## src/rtl/hd_codeword_pairer_pkg.sv

```systemverilog
// Shared types and constants for the Hamming(7,4) codeword pairer (package hdp_pkg).
package hdp_pkg;

  localparam int          CW_W        = 7;
  localparam int          DATA_W      = 4;
  localparam logic [2:0]  ILLEGAL_POS = 3'd7;

  typedef enum logic [1:0] {
    S_W1,
    S_W2,
    S_OUT
  } state_e;

endpackage

```

## src/rtl/hd_encode74.sv

```systemverilog
// Combinational Hamming(7,4) encoder that inverts one chosen codeword bit.
// An out-of-range position (7) inverts bit 0 and raises illegal.
module hd_encode74
  import hdp_pkg::*;
(
  input  logic [DATA_W-1:0] data,
  input  logic [2:0]        err_pos,
  output logic [CW_W-1:0]   word,
  output logic              illegal
);

  logic [CW_W-1:0] cw;
  logic [2:0]      flip_pos;

  always_comb begin
    cw       = {data[3] ^ data[2] ^ data[1],
                data[3] ^ data[2] ^ data[0],
                data[3] ^ data[1] ^ data[0],
                data};
    illegal  = (err_pos == ILLEGAL_POS);
    flip_pos = illegal ? 3'd0 : err_pos;
    word     = cw ^ (CW_W'(1) << flip_pos);
  end

endmodule

```

## src/rtl/hd_codeword_pairer.sv

```systemverilog
// Pairs consecutive encoded nibbles into {code_word1, code_word2} behind a valid/ready output.
// Optional pair counter enabled by defining HDP_PAIR_CNT_EN.
module hd_codeword_pairer
  import hdp_pkg::*;
#(
  parameter int PAIR_CNT_W = 8
) (
  input  logic                  clk,
  input  logic                  rst_n,
  input  logic                  in_valid,
  output logic                  in_ready,
  input  logic [DATA_W-1:0]     in_data,
  input  logic [2:0]            in_err_pos,
  output logic                  out_valid,
  input  logic                  out_ready,
  output logic [CW_W-1:0]       code_word1,
  output logic [CW_W-1:0]       code_word2,
  output logic                  err_flag
`ifdef HDP_PAIR_CNT_EN
  ,
  output logic [PAIR_CNT_W-1:0] pair_cnt
`endif
);

  state_e          state_q, state_d;
  logic [CW_W-1:0] hold_q, hold_d;
  logic [CW_W-1:0] cw1_q, cw1_d;
  logic [CW_W-1:0] cw2_q, cw2_d;
  logic            out_valid_q, out_valid_d;
  logic            err_q, err_d;
  logic [CW_W-1:0] enc_word;
  logic            enc_illegal;
  logic            accept;

  hd_encode74 u_enc (
    .data    (in_data),
    .err_pos (in_err_pos),
    .word    (enc_word),
    .illegal (enc_illegal)
  );

  // While a pair is pending, a new first word may only enter as the pair retires.
  assign in_ready = (state_q == S_OUT) ? out_ready : 1'b1;
  assign accept   = in_valid && in_ready;

  always_comb begin
    state_d     = state_q;
    hold_d      = hold_q;
    cw1_d       = cw1_q;
    cw2_d       = cw2_q;
    out_valid_d = out_valid_q;
    err_d       = err_q | (accept && enc_illegal);
    case (state_q)
      S_W1: begin
        if (accept) begin
          hold_d  = enc_word;
          state_d = S_W2;
        end
      end
      S_W2: begin
        if (accept) begin
          cw1_d       = hold_q;
          cw2_d       = enc_word;
          out_valid_d = 1'b1;
          state_d     = S_OUT;
        end
      end
      S_OUT: begin
        if (out_ready) begin
          out_valid_d = 1'b0;
          if (in_valid) begin
            hold_d  = enc_word;
            state_d = S_W2;
          end else begin
            state_d = S_W1;
          end
        end
      end
      default: state_d = S_W1;
    endcase
  end

  // NOTE: sequential state uses non-blocking assignments only; every flop, including the holding register, takes the async reset.
  always_ff @(posedge clk or negedge rst_n) begin
    if (!rst_n) begin
      state_q     <= S_W1;
      hold_q      <= '0;
      cw1_q       <= '0;
      cw2_q       <= '0;
      out_valid_q <= 1'b0;
      err_q       <= 1'b0;
    end else begin
      state_q     <= state_d;
      hold_q      <= hold_d;
      cw1_q       <= cw1_d;
      cw2_q       <= cw2_d;
      out_valid_q <= out_valid_d;
      err_q       <= err_d;
    end
  end

  assign out_valid  = out_valid_q;
  assign code_word1 = cw1_q;
  assign code_word2 = cw2_q;
  assign err_flag   = err_q;

`ifdef HDP_PAIR_CNT_EN
  logic [PAIR_CNT_W-1:0] pair_cnt_q, pair_cnt_d;

  always_comb begin
    pair_cnt_d = pair_cnt_q;
    if (out_valid_q && out_ready) pair_cnt_d = pair_cnt_q + PAIR_CNT_W'(1);
  end

  always_ff @(posedge clk or negedge rst_n) begin
    if (!rst_n) pair_cnt_q <= '0;
    else        pair_cnt_q <= pair_cnt_d;
  end

  assign pair_cnt = pair_cnt_q;
`endif

endmodule
```

## config.mk

```make
export PLATFORM = sky130hd
export DESIGN_NAME = hd_codeword_pairer
export DESIGN_NICKNAME = d
export VERILOG_FILES = /design/src/rtl/hd_codeword_pairer_pkg.sv /design/src/rtl/hd_encode74.sv /design/src/rtl/hd_codeword_pairer.sv
export SDC_FILE = /design/constraint.sdc
export NUM_CORES = 1
export LEC_CHECK = 0
export CAP_MARGIN = 30
export CORE_MARGIN = 5
export CORE_UTILIZATION = 45
export DETAILED_ROUTE_END_ITERATION = 6
export PLACE_DENSITY = 0.78
export SYNTH_ARGS = -nofsm -noshare
export SYNTH_HDL_FRONTEND = slang
export SYNTH_SLANG_ARGS = --single-unit
```

## constraint.sdc

```tcl
create_clock -name clk -period 2.8 [get_ports clk]
set_clock_uncertainty 0.2 [all_clocks]
set_input_delay 0.42 -clock clk [delete_from_list [all_inputs] [get_ports clk]]
set_output_delay 0.42 -clock clk [all_outputs]
set_load 0.005 [all_outputs]
```

==> flow_summary.ini, run 1 <==
[sta]
finalWorstPathRequiredPeriod_ns = 2.36
rsz0062_at_grt = false
finalHoldViolCount = 0
finalCritPeriodShare = 0.844
drv_slew = 0
worst_pin_slew_ns = 0.640
max_freq_mhz = 423
slew_headroom = 0.572
final-setup-viol-count = 0
fin_setup_tns_ns = 0

[synth]
synthDistinctLibCells = 25
netlist_instances = 98
synth_nets = 109
synth_simple_gate_area_frac = 0.126
synth_top_family_by_area = simple AND/OR/NAND/NOR gates
synth-xor-area-share = 0.105
ys_seq_area_frac = 0.546
ys_seq_elements = 25
synthMuxAreaShare = 0.0885
synth.avg_cell_area_sq_um = 11.7
netlist_area_sq_mm = 0.00114
yosysWarnings = 0
synth_compound_area_frac = 0.109
synth_fa_ha_area_frac = 0

[placed_design]
gp_congestion = 0.726
hpwl_um = 1730
dp_cells = 151
portBuffers = 27

[die]
die_w_um = 60.4
dieArea_sq_mm = 0.00365
fp.coreArea_sq_mm = 0.00245
die-height_um = 60.4
rows = 18
start_util = 0.466
io_pins = 28

[cts]
post-cts-setup-buffers = 0
clkTransAtPathRegs_ns = 0.13
cts_buffer_depth = 2
cts_tree = built
clkLatencyLatePin_ns = 0.30
clock-sinks = 25
hold_buffers = 0
cts_root_buffer = clkbuf_4
ctsHtreeMaxLevel = 1
ctsResizeCount = 0
numCtsBuffers = 3

[worst_setup_path]
cpPeakStageDelay_ns = 0.52
regToRegSetupSlack_ns = 1.02
worstReg2RegStart = state_q[1]
end_kind = output port
ff2ff_path_depth = 2
r2r-end = code_word1[4]
cp_data_required_time_ns = 2.18
cp_cell_sequence = clkdlybuf4s50_1, and2b_4, nand2b_1, clkdlybuf4s50_1
arrival_ns = 1.74
crit_type = input port to output port
crit_path_start_kind = input port
slowest_stage = clkdlybuf4s50_1
crit_fanout = 8
crit_top_cell = clkdlybuf4s50_1

[detailed_routing]
drt_iter0_markers = 3
drt-vias-per-instance = 5.32
wl_per_cell_um = 14.2
vias = 824
dr.pass1.iters = 4
drtAntennaViolNets = 0
drc = 0
wl_um = 2210

[layout]
layout.nets = 137
drive_above_1_share = 0.0720
layout_common_cells = clkdlybuf4s50_1, dfrtp_1, o21ai_0
final_cells = 155
area_growth_pct = 28.3
diodes = 0
final_common_cell = clkdlybuf4s50_1

[pwr]
p_leak_nw = 0.634
p_per_area_mw_per_mm2 = 868
irDropWorstVdd_mv = 0.465

[grt]
grt_usage = 0.138
grt_max_degree = 26
grt_pass1_wl_um = 3800
antenna_found_initial = 0
grt_overflow = 0
grt_pass1_vias = 832

[run_status]
outcome = completed

[run]
max_cap_violations = 0

[hold_path]
hp-class = input port to asynchronous set/reset pin
[state kept, by name (all words and copies together) (netlist names)]
signal      flops
code_word1      7
err_flag        1
code_word2      7
out_valid       1
hold_q          7
state_q         2
[power breakdown]
part	total, mW	switching [mW]	internal (mW)
Sequential	0.614	0.0889	0.525
Clock	0.154	0.0987	0.0555
Combinational	0.507	0.191	0.317
Total	1.28	0.378	0.897
[layer usage]
| metal | vias up | routed length, um | global-route usage |
|---|---|---|---|
| li1 | 395 | - | - |
| met4 | 0 | 28 | 0.0650 |
| met2 | 12 | 1150 | 0.231 |
| met5 | - | 0 | 0 |
| met3 | 2 | 67 | 0.00851 |
| met1 | 415 | 962 | 0.185 |
[how the worst max path moves through the flow]
stage,startpoint,depth (start not counted),slack [ns],end
2_1_floorplan,out_ready,4,1.24,hold_q[6]
4_1_cts,out_ready,4,0.44,in_ready
3_3_place_gp,out_ready,4,0.46,in_ready
3_5_place_dp,out_ready,4,0.45,in_ready
5_1_grt,out_ready,4,0.41,in_ready
6_report,out_ready,4,0.44,in_ready
[cell usage after synthesis (all sizes together)]
cell type  instances  share of area
a21o               1         0.0066
a21oi              2         0.0087
and2b              1         0.0087
and3               1         0.0055
and4               1         0.0077
buf                2         0.0087
clkbuf             4          0.013
dfrtp             25           0.55
inv                1         0.0033
mux2               9          0.089
nand2              9          0.030
nand2b             2          0.011
nand3b             4          0.026
nor2               1         0.0033
nor3               2         0.0087
nor3b              3          0.020
o21a               1         0.0066
o21ai             17          0.074
o31ai              2          0.013
or2                1         0.0055
xnor2              3          0.023
xnor3              3          0.059
xor2               3          0.023
[cells by family after synthesis]
family                 after synthesis
AO/OA/AOI/OAI                       23
XOR/XNOR                             9
buffers and inverters                7
flip-flops                          25
multiplexers                         9
AND/OR/NAND/NOR                     25
[stage by stage]
step	total power [mW]	worst slack (ns)	instance area (sq um)	hold WS (ns)	utilization
2_1_floorplan	0.838	1.24	1140	-0.0756	-
3_3_place_gp	1.12	0.461	1440	0.243	0.588
3_5_place_dp	1.14	0.447	1440	0.255	0.588
4_1_cts	1.30	0.442	1470	0.261	0.598
5_1_grt	1.38	0.407	1470	0.272	0.598
6_report	1.28	0.437	1470	0.252	0.598
[cell type report]
cell class                      instances  area, sq um
Clock buffer                            4         26.3
Fill cell                             199          986
Inverter                                1         3.75
Multi-Input combinational cell         66          490
Sequential cell                        25          626
Tap cell                               30         37.5
Timing Repair Buffer                   29          285
[critical path, delay by kind of cell]
kind	cells	cell delay (ns)
AND/OR/NAND/NOR	2	0.33
buffers and inverters	2	0.99
(Power assumes the default switching activity.)
==> run 2: changes to the inputs <==
--- a/config.mk
+++ b/config.mk
@@ -7,7 +7,7 @@
 export LEC_CHECK = 0
 export CAP_MARGIN = 30
 export CORE_MARGIN = 5
-export CORE_UTILIZATION = 45
+export CORE_UTILIZATION = 43
 export DETAILED_ROUTE_END_ITERATION = 6
 export PLACE_DENSITY = 0.78
 export SYNTH_ARGS = -nofsm -noshare
==> constraint.sdc (replaced) <==
create_clock -name clk -period 2.13 [get_ports clk]
set_clock_uncertainty 0.2 [all_clocks]
set_input_delay 0.3195 -clock clk [delete_from_list [all_inputs] [get_ports clk]]
set_output_delay 0.3195 -clock clk [all_outputs]
set_load 0.005 [all_outputs]
==> run 2 against run 1 <==
Compared with the run above:
- die area grew 3.9%
- register-to-register slack lost 0.53 ns
- combinational power grew 36%
- cell count grew 2.6%
- power grew 34%
- first-iteration DRC count grew to 5.0 times the previous value
- largest power group unchanged
- critical path type unchanged
- core utilization grew 0.084 points
- sequential share of layout area shrank 1.2 points
- non-clock buffer count grew 4
- worst setup slack lost 0.21 ns
- worst hold slack lost 0.11 ns
- critical path depth is the same
==> flow_summary.ini, run 2 (same netlist as run 1, synthesis figures left out) <==
[worst_setup_path]
slowest_stage = clkdlybuf4s50_1
end_kind = output port
crit_type = input port to output port
crit_fanout = 3
ff2ff_path_depth = 4
cp_data_required_time_ns = 1.61
crit_path_start_kind = input port
cpPeakStageDelay_ns = 0.44
cp_cell_sequence = clkdlybuf4s50_1, and2b_4, nand2b_1, dlygate4sd2_1
arrival_ns = 1.39

[die]
dieArea_sq_mm = 0.00379
start_util = 0.454
die-height_um = 61.6
die_w_um = 61.6
io_pins = 28
rows = 18
fp.coreArea_sq_mm = 0.00252

[layout]
layout_common_cells = clkdlybuf4s50_1, dfrtp_1, o21ai_0
fill_cells = 210
layout.nets = 141
regArea_sq_um = 626
fin_util = 0.599
final_cells = 159
area_growth_pct = 32.0
fin_area_sq_mm = 0.00151
multi_input_area_sq_um = 490
drive_above_1_share = 0.109
final_common_cell = clkdlybuf4s50_1
diodes = 0

[cts]
post-cts-setup-buffers = 0
cts_tree = built
clkLatencyLatePin_ns = 0.31
clock-sinks = 25
cts_root_buffer = clkbuf_4
ctsHtreeMaxLevel = 1
cts_buffer_depth = 2
clkTransAtPathRegs_ns = 0.14
numCtsBuffers = 3

[sta]
final-setup-viol-count = 0
finalCritPeriodShare = 0.896
worst_slack_ns = 0.222
worst_pin_slew_ns = 0.307
rsz0062_at_grt = false
drv_slew = 0
finalHoldViolCount = 0
fin_setup_tns_ns = 0
max_freq_mhz = 524
whs_ns = 0.146
finalWorstPathRequiredPeriod_ns = 1.91
slew_headroom = 0.796

[detailed_routing]
vias = 831
wl_per_cell_um = 13.6
drc = 0
wl_um = 2160
drtAntennaViolNets = 0
dr.pass1.iters = 4
drt-vias-per-instance = 5.23
drt_iter0_markers = 15

[grt]
grt_pass1_wl_um = 3710
grt_overflow = 0
antenna_found_initial = 0
grt_max_degree = 26
grt_pass1_vias = 868
grt_usage = 0.133

[run_status]
outcome = completed

[pwr]
p_leak_nw = 0.660
p_per_area_mw_per_mm2 = 1130
irDropWorstVdd_mv = 0.568
power_mw = 1.70

[placed_design]
dp_cells = 155
postPlaceCellArea_sq_mm = 0.00149
hpwl_um = 1670
gp_congestion = 0.829
post-place-ws_ns = -0.0211
portBuffers = 27

[hold_path]
hp-class = input port to asynchronous set/reset pin

[run]
max_cap_violations = 0
==> run 2: power breakdown <==
| group | total [mW] | switching, mW | internal [mW] |
|---|---|---|---|
| Sequential | 0.804 | 0.114 | 0.690 |
| Combinational | 0.692 | 0.251 | 0.441 |
| Clock | 0.208 | 0.138 | 0.0701 |
| Total | 1.70 | 0.504 | 1.20 |
==> run 2: worst max-delay path: cells and delay by family <==
kind	cells	cell delay, ns
buffers and inverters	2	0.72
AND/OR/NAND/NOR	2	0.35
==> run 2: worst paths after layout <==
check / from / end / slack [ns]
hold reg to reg: err_flag / err_flag / 0.28
max in group asynchronous: rst_n / hold_q[4] / 1.35
min in group clk: err_flag / err_flag / 0.28
setup / recovery: out_ready / in_ready / 0.22
setup reg to reg: state_q[1] / hold_q[6] / 0.49
hold / removal: rst_n / hold_q[0] / 0.15
==> run 2: cell type report <==
type / instances / share of cell area
Inverter: 1 / 0.00248
Clock buffer: 3 / 0.0149
Tap cell: 30 / 0.0248
Multi-Input combinational cell: 66 / 0.325
Clock inverter: 1 / 0.00331
Timing Repair Buffer: 33 / 0.216
Sequential cell: 25 / 0.414
==> run 2: per-layer routing <==
layer	wire length, um	part of all wire	GRT usage
met5	0	0	0
met3	73	0.034	0.0126
met1	971	0.45	0.166
met2	1050	0.49	0.221
met4	64	0.030	0.0818
==> run 2: timing repair <==
item | CTS | global route
endpoints found under the setup margin | 1 | 0
gates resized for setup | 1 | 0
hold buffers | 0 | 0
